[src/rtl/whack_pkg.sv]
// Shared constants for the whack-a-mole PC link.
// ASCII codes, TX FSM encodings and helpers.
package whack_pkg;

  localparam logic [7:0] CH_R    = 8'h52;
  localparam logic [7:0] CH_H    = 8'h48;
  localparam logic [7:0] CH_S    = 8'h53;
  localparam logic [7:0] CH_C    = 8'h43;
  localparam logic [7:0] CH_ZERO = 8'h30;
  localparam logic [7:0] CH_NONE = 8'h2D;

  localparam logic [1:0] S_IDLE    = 2'd0;
  localparam logic [1:0] S_START   = 2'd1;
  localparam logic [1:0] S_WAIT_HI = 2'd2;
  localparam logic [1:0] S_WAIT_LO = 2'd3;

  typedef struct packed {
    logic r;
    logic h;
    logic m;
  } pend_t;

  function automatic int clog2(input int value);
    int res;
    res = 0;
    for (int i = 0; i < 31; i++) begin
      if ((1 << i) < value) res = i + 1;
    end
    return res;
  endfunction

endpackage

[src/rtl/uart_event_link_if.sv]
// Byte handshake between the event link and uart_tx/uart_rx.
// master = link side, slave = UART side.
interface uart_event_link_if;

  logic       tx_start;
  logic [7:0] tx_data;
  logic       tx_busy;
  logic       rx_ready;
  logic [7:0] rx_data;

  modport master (
    output tx_start,
    output tx_data,
    input  tx_busy,
    input  rx_ready,
    input  rx_data
  );

  modport slave (
    input  tx_start,
    input  tx_data,
    output tx_busy,
    output rx_ready,
    output rx_data
  );

endinterface

[src/rtl/uart_event_link_sync_fifo.sv]
// First-word fall-through FIFO with flush.
// A push on a full FIFO is accepted only alongside a pop.
module sync_fifo
  import whack_pkg::*;
#(
  parameter int WIDTH = 8,
  parameter int DEPTH = 8,
  localparam int AW = clog2(DEPTH)
) (
  input  logic             clock,
  input  logic             reset,
  input  logic             push,
  input  logic             pop,
  input  logic             flush,
  input  logic [WIDTH-1:0] wdata,
  output logic [WIDTH-1:0] rdata,
  output logic             full,
  output logic             empty,
  output logic [AW:0]      level
);

  localparam logic [AW:0] FULL_LVL = DEPTH[AW:0];

  logic [WIDTH-1:0] mem [DEPTH];
  logic [AW:0]      wr_ptr;
  logic [AW:0]      rd_ptr;
  logic             wr_en;
  logic             rd_en;

  assign level = wr_ptr - rd_ptr;
  assign full  = (level == FULL_LVL);
  assign empty = (level == '0);
  assign rd_en = pop & !empty;
  assign wr_en = push & (!full | rd_en);
  assign rdata = mem[rd_ptr[AW-1:0]];

  // storage array, written at the tail
  always_ff @(posedge clock) begin
    if (wr_en) mem[wr_ptr[AW-1:0]] <= wdata;
  end

  // head/tail pointers; flush empties the queue
  always_ff @(posedge clock or negedge reset) begin
    if (!reset) begin
      wr_ptr <= '0;
      rd_ptr <= '0;
    end else if (flush) begin
      wr_ptr <= '0;
      rd_ptr <= '0;
    end else begin
      if (wr_en) wr_ptr <= wr_ptr + 1'b1;
      if (rd_en) rd_ptr <= rd_ptr + 1'b1;
    end
  end

endmodule

[src/rtl/uart_event_link.sv]
// Game events -> ASCII bytes -> FIFO -> uart_tx.
// PC bytes from uart_rx decode into start/hit pulses.
module uart_event_link
  import whack_pkg::*;
#(
  parameter int NUM_MOLES    = 5,
  parameter int FIFO_DEPTH   = 8,
  parameter int BUSY_TIMEOUT = 4,
  parameter int OVF_W        = 8
) (
  input  logic                       clock,
  input  logic                       reset,
  input  logic                       game_active,
  input  logic                       game_finish,
  input  logic                       hit_pulse,
  input  logic [NUM_MOLES-1:0]       mole_positions,
  uart_event_link_if.master          uart,
  output logic                       pc_start,
  output logic                       pc_hit,
  output logic [clog2(FIFO_DEPTH):0] fifo_level,
  output logic [OVF_W-1:0]           overflow_count
);

  localparam int TW = clog2(BUSY_TIMEOUT + 1);
  localparam logic [TW-1:0] T_LAST = TW'(BUSY_TIMEOUT - 1);

  pend_t                pend;
  pend_t                take;
  logic                 go_sent;
  logic [NUM_MOLES-1:0] last_mole;
  logic                 set_r;
  logic                 set_h;
  logic                 set_m;
  logic                 idle_clr;
  logic                 flush;
  logic                 sel_h;
  logic                 sel_m;
  logic [7:0]           mole_ch;
  logic [7:0]           q_byte;
  logic                 q_push;
  logic                 q_full;
  logic                 q_empty;
  logic [7:0]           q_rdata;
  logic                 pop_go;
  logic                 drop;
  logic [1:0]           state;
  logic [TW-1:0]        wait_cnt;

  assign flush    = uart.rx_ready & (uart.rx_data == CH_C);
  assign set_r    = game_finish & !go_sent;
  assign set_h    = hit_pulse;
  assign set_m    = game_active & (mole_positions != last_mole);
  assign idle_clr = !game_active & !game_finish;
  assign sel_h    = !pend.r & pend.h;
  assign sel_m    = !pend.r & !pend.h & pend.m;

  assign pop_go = (state == S_IDLE) & !q_empty
                & !uart.tx_busy & !flush;
  assign q_push = (|take) & !flush;
  assign drop   = q_push & q_full & !pop_go;

  assign uart.tx_start = (state == S_START);

  // lowest active mole index as a digit, '-' when none
  always_comb begin
    mole_ch = CH_NONE;
    for (int i = NUM_MOLES - 1; i >= 0; i--) begin
      if (last_mole[i]) mole_ch = CH_ZERO + 8'(i);
    end
  end

  // pick one pending event per cycle, R over H over M
  always_comb begin
    take   = '0;
    q_byte = CH_R;
    unique case (1'b1)
      pend.r: take.r = 1'b1;
      sel_h: begin
        take.h = 1'b1;
        q_byte = CH_H;
      end
      sel_m: begin
        take.m = 1'b1;
        q_byte = mole_ch;
      end
      default: ;
    endcase
  end

  sync_fifo #(
    .WIDTH (8),
    .DEPTH (FIFO_DEPTH)
  ) u_fifo (
    .clock (clock),
    .reset (reset),
    .push  (q_push),
    .pop   (pop_go),
    .flush (flush),
    .wdata (q_byte),
    .rdata (q_rdata),
    .full  (q_full),
    .empty (q_empty),
    .level (fifo_level)
  );

  // event capture, pending merge and overflow accounting
  always_ff @(posedge clock or negedge reset) begin
    if (!reset) begin
      pend           <= '0;
      go_sent        <= 1'b0;
      last_mole      <= '0;
      overflow_count <= '0;
    end else begin
      if (flush) begin
        pend <= '0;
      end else begin
        pend.r <= (pend.r & !take.r) | set_r;
        pend.h <= (pend.h & !take.h) | set_h;
        pend.m <= ((pend.m & !take.m) | set_m)
                & !idle_clr;
      end
      if (set_r) go_sent <= 1'b1;
      else if (idle_clr) go_sent <= 1'b0;
      if (idle_clr) last_mole <= '0;
      else if (set_m) last_mole <= mole_positions;
      if (drop && overflow_count != '1)
        overflow_count <= overflow_count + 1'b1;
    end
  end

  // TX launch sequencer with busy-rise timeout
  always_ff @(posedge clock or negedge reset) begin
    if (!reset) begin
      state        <= S_IDLE;
      uart.tx_data <= '0;
      wait_cnt     <= '0;
    end else begin
      unique case (state)
        S_IDLE: begin
          if (pop_go) begin
            uart.tx_data <= q_rdata;
            state        <= S_START;
          end
        end
        S_START: begin
          wait_cnt <= '0;
          state    <= S_WAIT_HI;
        end
        S_WAIT_HI: begin
          if (uart.tx_busy) state <= S_WAIT_LO;
          else if (wait_cnt == T_LAST) state <= S_IDLE;
          else wait_cnt <= wait_cnt + 1'b1;
        end
        S_WAIT_LO: begin
          if (!uart.tx_busy) state <= S_IDLE;
        end
        default: state <= S_IDLE;
      endcase
    end
  end

  // PC command decode, one pulse per received byte
  always_ff @(posedge clock or negedge reset) begin
    if (!reset) begin
      pc_start <= 1'b0;
      pc_hit   <= 1'b0;
    end else begin
      pc_start <= uart.rx_ready & (uart.rx_data == CH_S);
      pc_hit   <= uart.rx_ready & (uart.rx_data == CH_H);
    end
  end

endmodule
[src/flat_wrapper.sv]
// flat-port wrapper written by rule: the top's interface ports become plain ports
module uart_event_link_flat import whack_pkg::*;
#(
  parameter int NUM_MOLES    = 5,
  parameter int FIFO_DEPTH   = 8,
  parameter int BUSY_TIMEOUT = 4,
  parameter int OVF_W        = 8
)
  (clock, reset, game_active, game_finish, hit_pulse, mole_positions, pc_start, pc_hit, fifo_level, overflow_count, uart_tx_start, uart_tx_data, uart_tx_busy, uart_rx_ready, uart_rx_data);
  uart_event_link_if uart_i ();
  input  logic clock;
  input  logic reset;
  input  logic game_active;
  input  logic game_finish;
  input  logic hit_pulse;
  input  logic [NUM_MOLES-1:0] mole_positions;
  output logic pc_start;
  output logic pc_hit;
  output logic [clog2(FIFO_DEPTH):0] fifo_level;
  output logic [OVF_W-1:0] overflow_count;
  output wire logic [$bits(uart_i.tx_start)-1:0] uart_tx_start;
  output wire logic [$bits(uart_i.tx_data)-1:0] uart_tx_data;
  input wire logic [$bits(uart_i.tx_busy)-1:0] uart_tx_busy;
  input wire logic [$bits(uart_i.rx_ready)-1:0] uart_rx_ready;
  input wire logic [$bits(uart_i.rx_data)-1:0] uart_rx_data;
  assign uart_tx_start = uart_i.tx_start;
  assign uart_tx_data = uart_i.tx_data;
  assign uart_i.tx_busy = uart_tx_busy;
  assign uart_i.rx_ready = uart_rx_ready;
  assign uart_i.rx_data = uart_rx_data;
  uart_event_link #(.NUM_MOLES(NUM_MOLES), .FIFO_DEPTH(FIFO_DEPTH), .BUSY_TIMEOUT(BUSY_TIMEOUT), .OVF_W(OVF_W)) u_core (.clock(clock), .reset(reset), .game_active(game_active), .game_finish(game_finish), .hit_pulse(hit_pulse), .mole_positions(mole_positions), .uart(uart_i), .pc_start(pc_start), .pc_hit(pc_hit), .fifo_level(fifo_level), .overflow_count(overflow_count));
endmodule
[config.mk]
export PLATFORM = sky130hd
export DESIGN_NAME = uart_event_link_flat
export DESIGN_NICKNAME = d
export VERILOG_FILES = /design/src/rtl/whack_pkg.sv /design/src/rtl/uart_event_link_if.sv /design/src/rtl/uart_event_link_sync_fifo.sv /design/src/rtl/uart_event_link.sv /design/src/flat_wrapper.sv
export SDC_FILE = /design/constraint.sdc
export NUM_CORES = 1
export LEC_CHECK = 0
export ABC_AREA = 1
export CORE_UTILIZATION = 51
export DETAILED_ROUTE_END_ITERATION = 10
export HOLD_SLACK_MARGIN = 0.02
export PLACE_DENSITY = 0.71
export SLEW_MARGIN = 10
export SYNTH_ARGS = -nofsm -noshare
export SYNTH_HDL_FRONTEND = slang
export SYNTH_SLANG_ARGS = --single-unit
[constraint.sdc]
create_clock -name clock -period 6.6 [get_ports clock]
set_clock_uncertainty 0.05 [all_clocks]
set_input_delay 1.32 -clock clock [delete_from_list [all_inputs] [get_ports clock]]
set_output_delay 1.32 -clock clock [all_outputs]
set_load 0.1 [all_outputs]
==> results.py <==
metrics = {
    "clocking": {
        "cts_tree": "built",
        "cts-htree-levels": 3,
        "tritoncts_num_sinks": 95,
        "worstSkewPairLatency_ns": 0.35,
        "cts.hold.buffers_added": 0,
        "post_cts_resize_count": 0,
        "post_cts.repair.setup_buffers": 0,
        "cts.reportedPaths.clkPinSlew_ns": 0.08,
        "cts-buffers-inserted": 9,
        "clockBufferDepth": 2,
        "clock-root-buffer": "sky130_fd_sc_hd__clkbuf_8",
    },
    "timing": {
        "timing.final.crit_period_ns": 4.818,
        "timing_max_transition_violations_final": 0,
        "finalSetupViolCount": 0,
        "setup_tns_ns": 0,
        "final-hold-violation-count": 0,
        "fmax_mhz": 207.6,
        "slew-limit-headroom": 0.2130,
        "rsz_0062_raised_after_global_routing": "false",
        "period_utilization": 0.7300,
        "tightest_slew_ns": 1.171,
    },
    "drt": {
        "antenna_violating_nets_post_route": 0,
        "first_pass_iters": 4,
        "post_drt_via_cell_ratio": 5.277,
        "drc": 0,
        "first_iter_violations": 139,
        "drt-wirelength-per-cell_um": 14.27,
        "vias": 3182,
        "drt-total-wl_um": 8605,
    },
    "die": {
        "height_of_the_die_um": 95.22,
        "floorplan.core_area_mm2": 0.008299,
        "fp.dieArea_mm2": 0.009067,
        "i_o_pin_total": 43,
        "initial_utilization": 0.5340,
        "die_width_um": 95.22,
        "num_rows": 33,
    },
    "yosys": {
        "ys_dominant_reg_cell": "sky130_fd_sc_hd__edfxtp_1",
        "syn-mean-instance-area_um2": 9.805,
        "yosysWarnings": 0,
        "synth_largest_type_area_fraction": 0.3794,
        "syn_area_mm2": 0.004432,
        "synth-async-reset-ratio": 0.4105,
        "cell_accounting_for_the_most_synthesized_area": "sky130_fd_sc_hd__edfxtp_1",
        "number_of_synthesized_flops_with_an_enable_pin": 56,
        "synth.top_cells.by_area": "sky130_fd_sc_hd__edfxtp_1, sky130_fd_sc_hd__dfrtp_1, sky130_fd_sc_hd__nand2_1",
        "distinct_cells_synth": 38,
        "synth-seq-cells": 95,
        "syn_inst": 452,
        "synth_fp_nets": 481,
        "seq_area_frac_synth": 0.5997,
    },
    "worst_hold_path": {
        "worstHoldPathType": "reg2reg",
    },
    "cells_and_area": {
        "area.growth.synth_to_final_pct": 15.08,
        "most-common-layout-cells": "sky130_fd_sc_hd__nand2_1, sky130_fd_sc_hd__edfxtp_1, sky130_fd_sc_hd__nor2_1",
        "final_core_util": 0.6145,
        "finalInstanceArea_mm2": 0.005100,
        "fin_nets": 522,
        "antenna_cells_inserted": 0,
        "layout-drive-gt1-share": 0.08233,
        "most_common_cell_after_layout_fill_and_taps_aside": "sky130_fd_sc_hd__nand2_1",
        "final.fill_count": 706,
    },
    "outcome": {
        "outcome": "completed",
    },
    "placed_design": {
        "dpl_cell_area_mm2": 0.004911,
        "place_congestion": 0.8543,
        "placed_wire_length_estimate_um": 5987,
        "portBuffers": 41,
    },
    "power_and_ir_drop": {
        "vdd.ir_drop.worst_uv": 303.8,
        "power.density_mw_per_mm2": 506.6,
        "leakagePower_nw": 2.167,
    },
    "job": {
        "cap_violations": 0,
    },
    "worst_setup_path": {
        "critPathMaxFanout": 32,
        "worst_setup_start_kind": "flip-flop",
        "critical_path_arrival_ns": 3.45,
        "worstSetupPathType": "reg2out",
        "critical_path.endpoint_type": "primary output",
        "cp.required_ns": 5.23,
    },
    "global_route": {
        "grt-busiest-layer": "met2",
        "grt_antenna_before_repair": 0,
        "vias_in_the_first_global_route": 3079,
        "globalRouteMet3Util": 0.03748,
        "grt_use_met2": 0.3476,
        "use_met1": 0.2815,
        "grt_overflow": 0,
        "global_route_wire_length_before_repair_um": 14320,
        "pin_count_of_the_biggest_net_entering_global_routing": 40,
        "gr-usage-all-layers": 0.2123,
    },
}
synth_stat cells (2+ instances only):
master / number
sky130_fd_sc_hd__nand2_1: 111
sky130_fd_sc_hd__edfxtp_1: 56
sky130_fd_sc_hd__nor2_1: 48
sky130_fd_sc_hd__dfrtp_1: 39
sky130_fd_sc_hd__inv_1: 34
sky130_fd_sc_hd__o21ai_0: 32
sky130_fd_sc_hd__nand3_1: 28
sky130_fd_sc_hd__o22ai_1: 15
sky130_fd_sc_hd__xor2_1: 10
sky130_fd_sc_hd__inv_2: 9
sky130_fd_sc_hd__ha_1: 8
sky130_fd_sc_hd__nor3_1: 6
sky130_fd_sc_hd__a21oi_1: 5
sky130_fd_sc_hd__clkbuf_1: 5
sky130_fd_sc_hd__nand2_2: 5
sky130_fd_sc_hd__o21ai_1: 5
sky130_fd_sc_hd__buf_2: 4
sky130_fd_sc_hd__xnor2_1: 4
sky130_fd_sc_hd__nand4_1: 3
sky130_fd_sc_hd__a22oi_1: 2
sky130_fd_sc_hd__buf_4: 2
sky130_fd_sc_hd__nor2_2: 2
sky130_fd_sc_hd__nor2_4: 2
sky130_fd_sc_hd__nor4_1: 2
sky130_fd_sc_hd__o21ai_2: 2
stage by stage:
stage               worst slack, ns  hold WS (ns)  cells  power [mW]
global route                  1.613        0.4014    603       2.762
finish                        1.782        0.3944    603       2.584
detailed placement            2.149        0.3793    587       2.231
floorplan                     2.595        0.3597    452       1.937
global placement              2.207        0.3677    587       2.208
CTS                           1.759        0.3939    603       2.598
worst max-delay path: stages, from the launching register on:
cell,delay (ns)
sky130_fd_sc_hd__dfrtp_1,0.97
sky130_fd_sc_hd__ha_1,0.28
sky130_fd_sc_hd__inv_1,0.07
sky130_fd_sc_hd__fa_1,0.38
sky130_fd_sc_hd__xor2_1,0.21
sky130_fd_sc_hd__clkdlybuf4s50_1,1.17
final timing paths:
check	from	to	slack (ns)	cells after the start
worst max-delay path	u_core.u_fifo.rd_ptr[0]	fifo_level[2]	1.78	5
worst min-delay path	u_core.go_sent	u_core.pend[2]	0.39	1
worst max register to register	u_core.u_fifo.rd_ptr[0]	u_core.u_fifo.mem[1][5]	2.98	8
worst min register to register	u_core.go_sent	u_core.pend[2]	0.39	1
max in group asynchronous	reset	u_core.pend[2]	4.87	1
min in group asynchronous	reset	u_core.uart.tx_data[4]	1.04	1
cell type report:
| cell class | instances | area, um2 | area share |
|---|---|---|---|
| clock inverters | 6 | 61.31 | 0.01202 |
| inverters | 45 | 171.4 | 0.03361 |
| flip-flops and latches | 95 | 2658 | 0.5211 |
| well taps | 105 | 131.4 | 0.02576 |
| multi-input cells | 300 | 1538 | 0.3015 |
| repair buffers | 42 | 412.9 | 0.08096 |
| clock buffers | 10 | 127.6 | 0.02502 |
report_power, final:
group	switching [mW]	leakage (nW)	internal [mW]	total, mW
Combinational	0.959	1.07	0.337	1.30
Sequential	0.123	1.01	0.797	0.920
Clock	0.194	0.0876	0.173	0.367
Total	1.28	2.17	1.31	2.58
routing by layer:
| layer | vias to the layer above | wire [um] |
|---|---|---|
| li1 | 1596 | - |
| met1 | 1502 | 3915 |
| met2 | 71 | 4219 |
| met3 | 13 | 326 |
| met4 | 0 | 143 |
| met5 | - | 0 |
state kept, by name (all words and copies together) (netlist names):
register               cells
u_core.u_fifo.rd_ptr       4
u_core.last_mole           5
u_core.uart.tx_data        7
u_core.wait_cnt            3
u_core.overflow_count      8
u_core.pend                3
u_core.state               2
u_core.go_sent             1
u_core.pc_start            1
u_core.u_fifo.mem         56
u_core.u_fifo.wr_ptr       4
u_core.pc_hit              1
kinds of logic after synthesis:
kind of cell,after synthesis,synth area share
fa+ha+maj,9,0.02710
simple gates,213,0.2120
flops,95,0.5997
xor+xnor,14,0.02767
compound gates,63,0.07933
other cells,1,0.0008462
buf+inv,57,0.05336
Power figures use the tool's default switching activity.
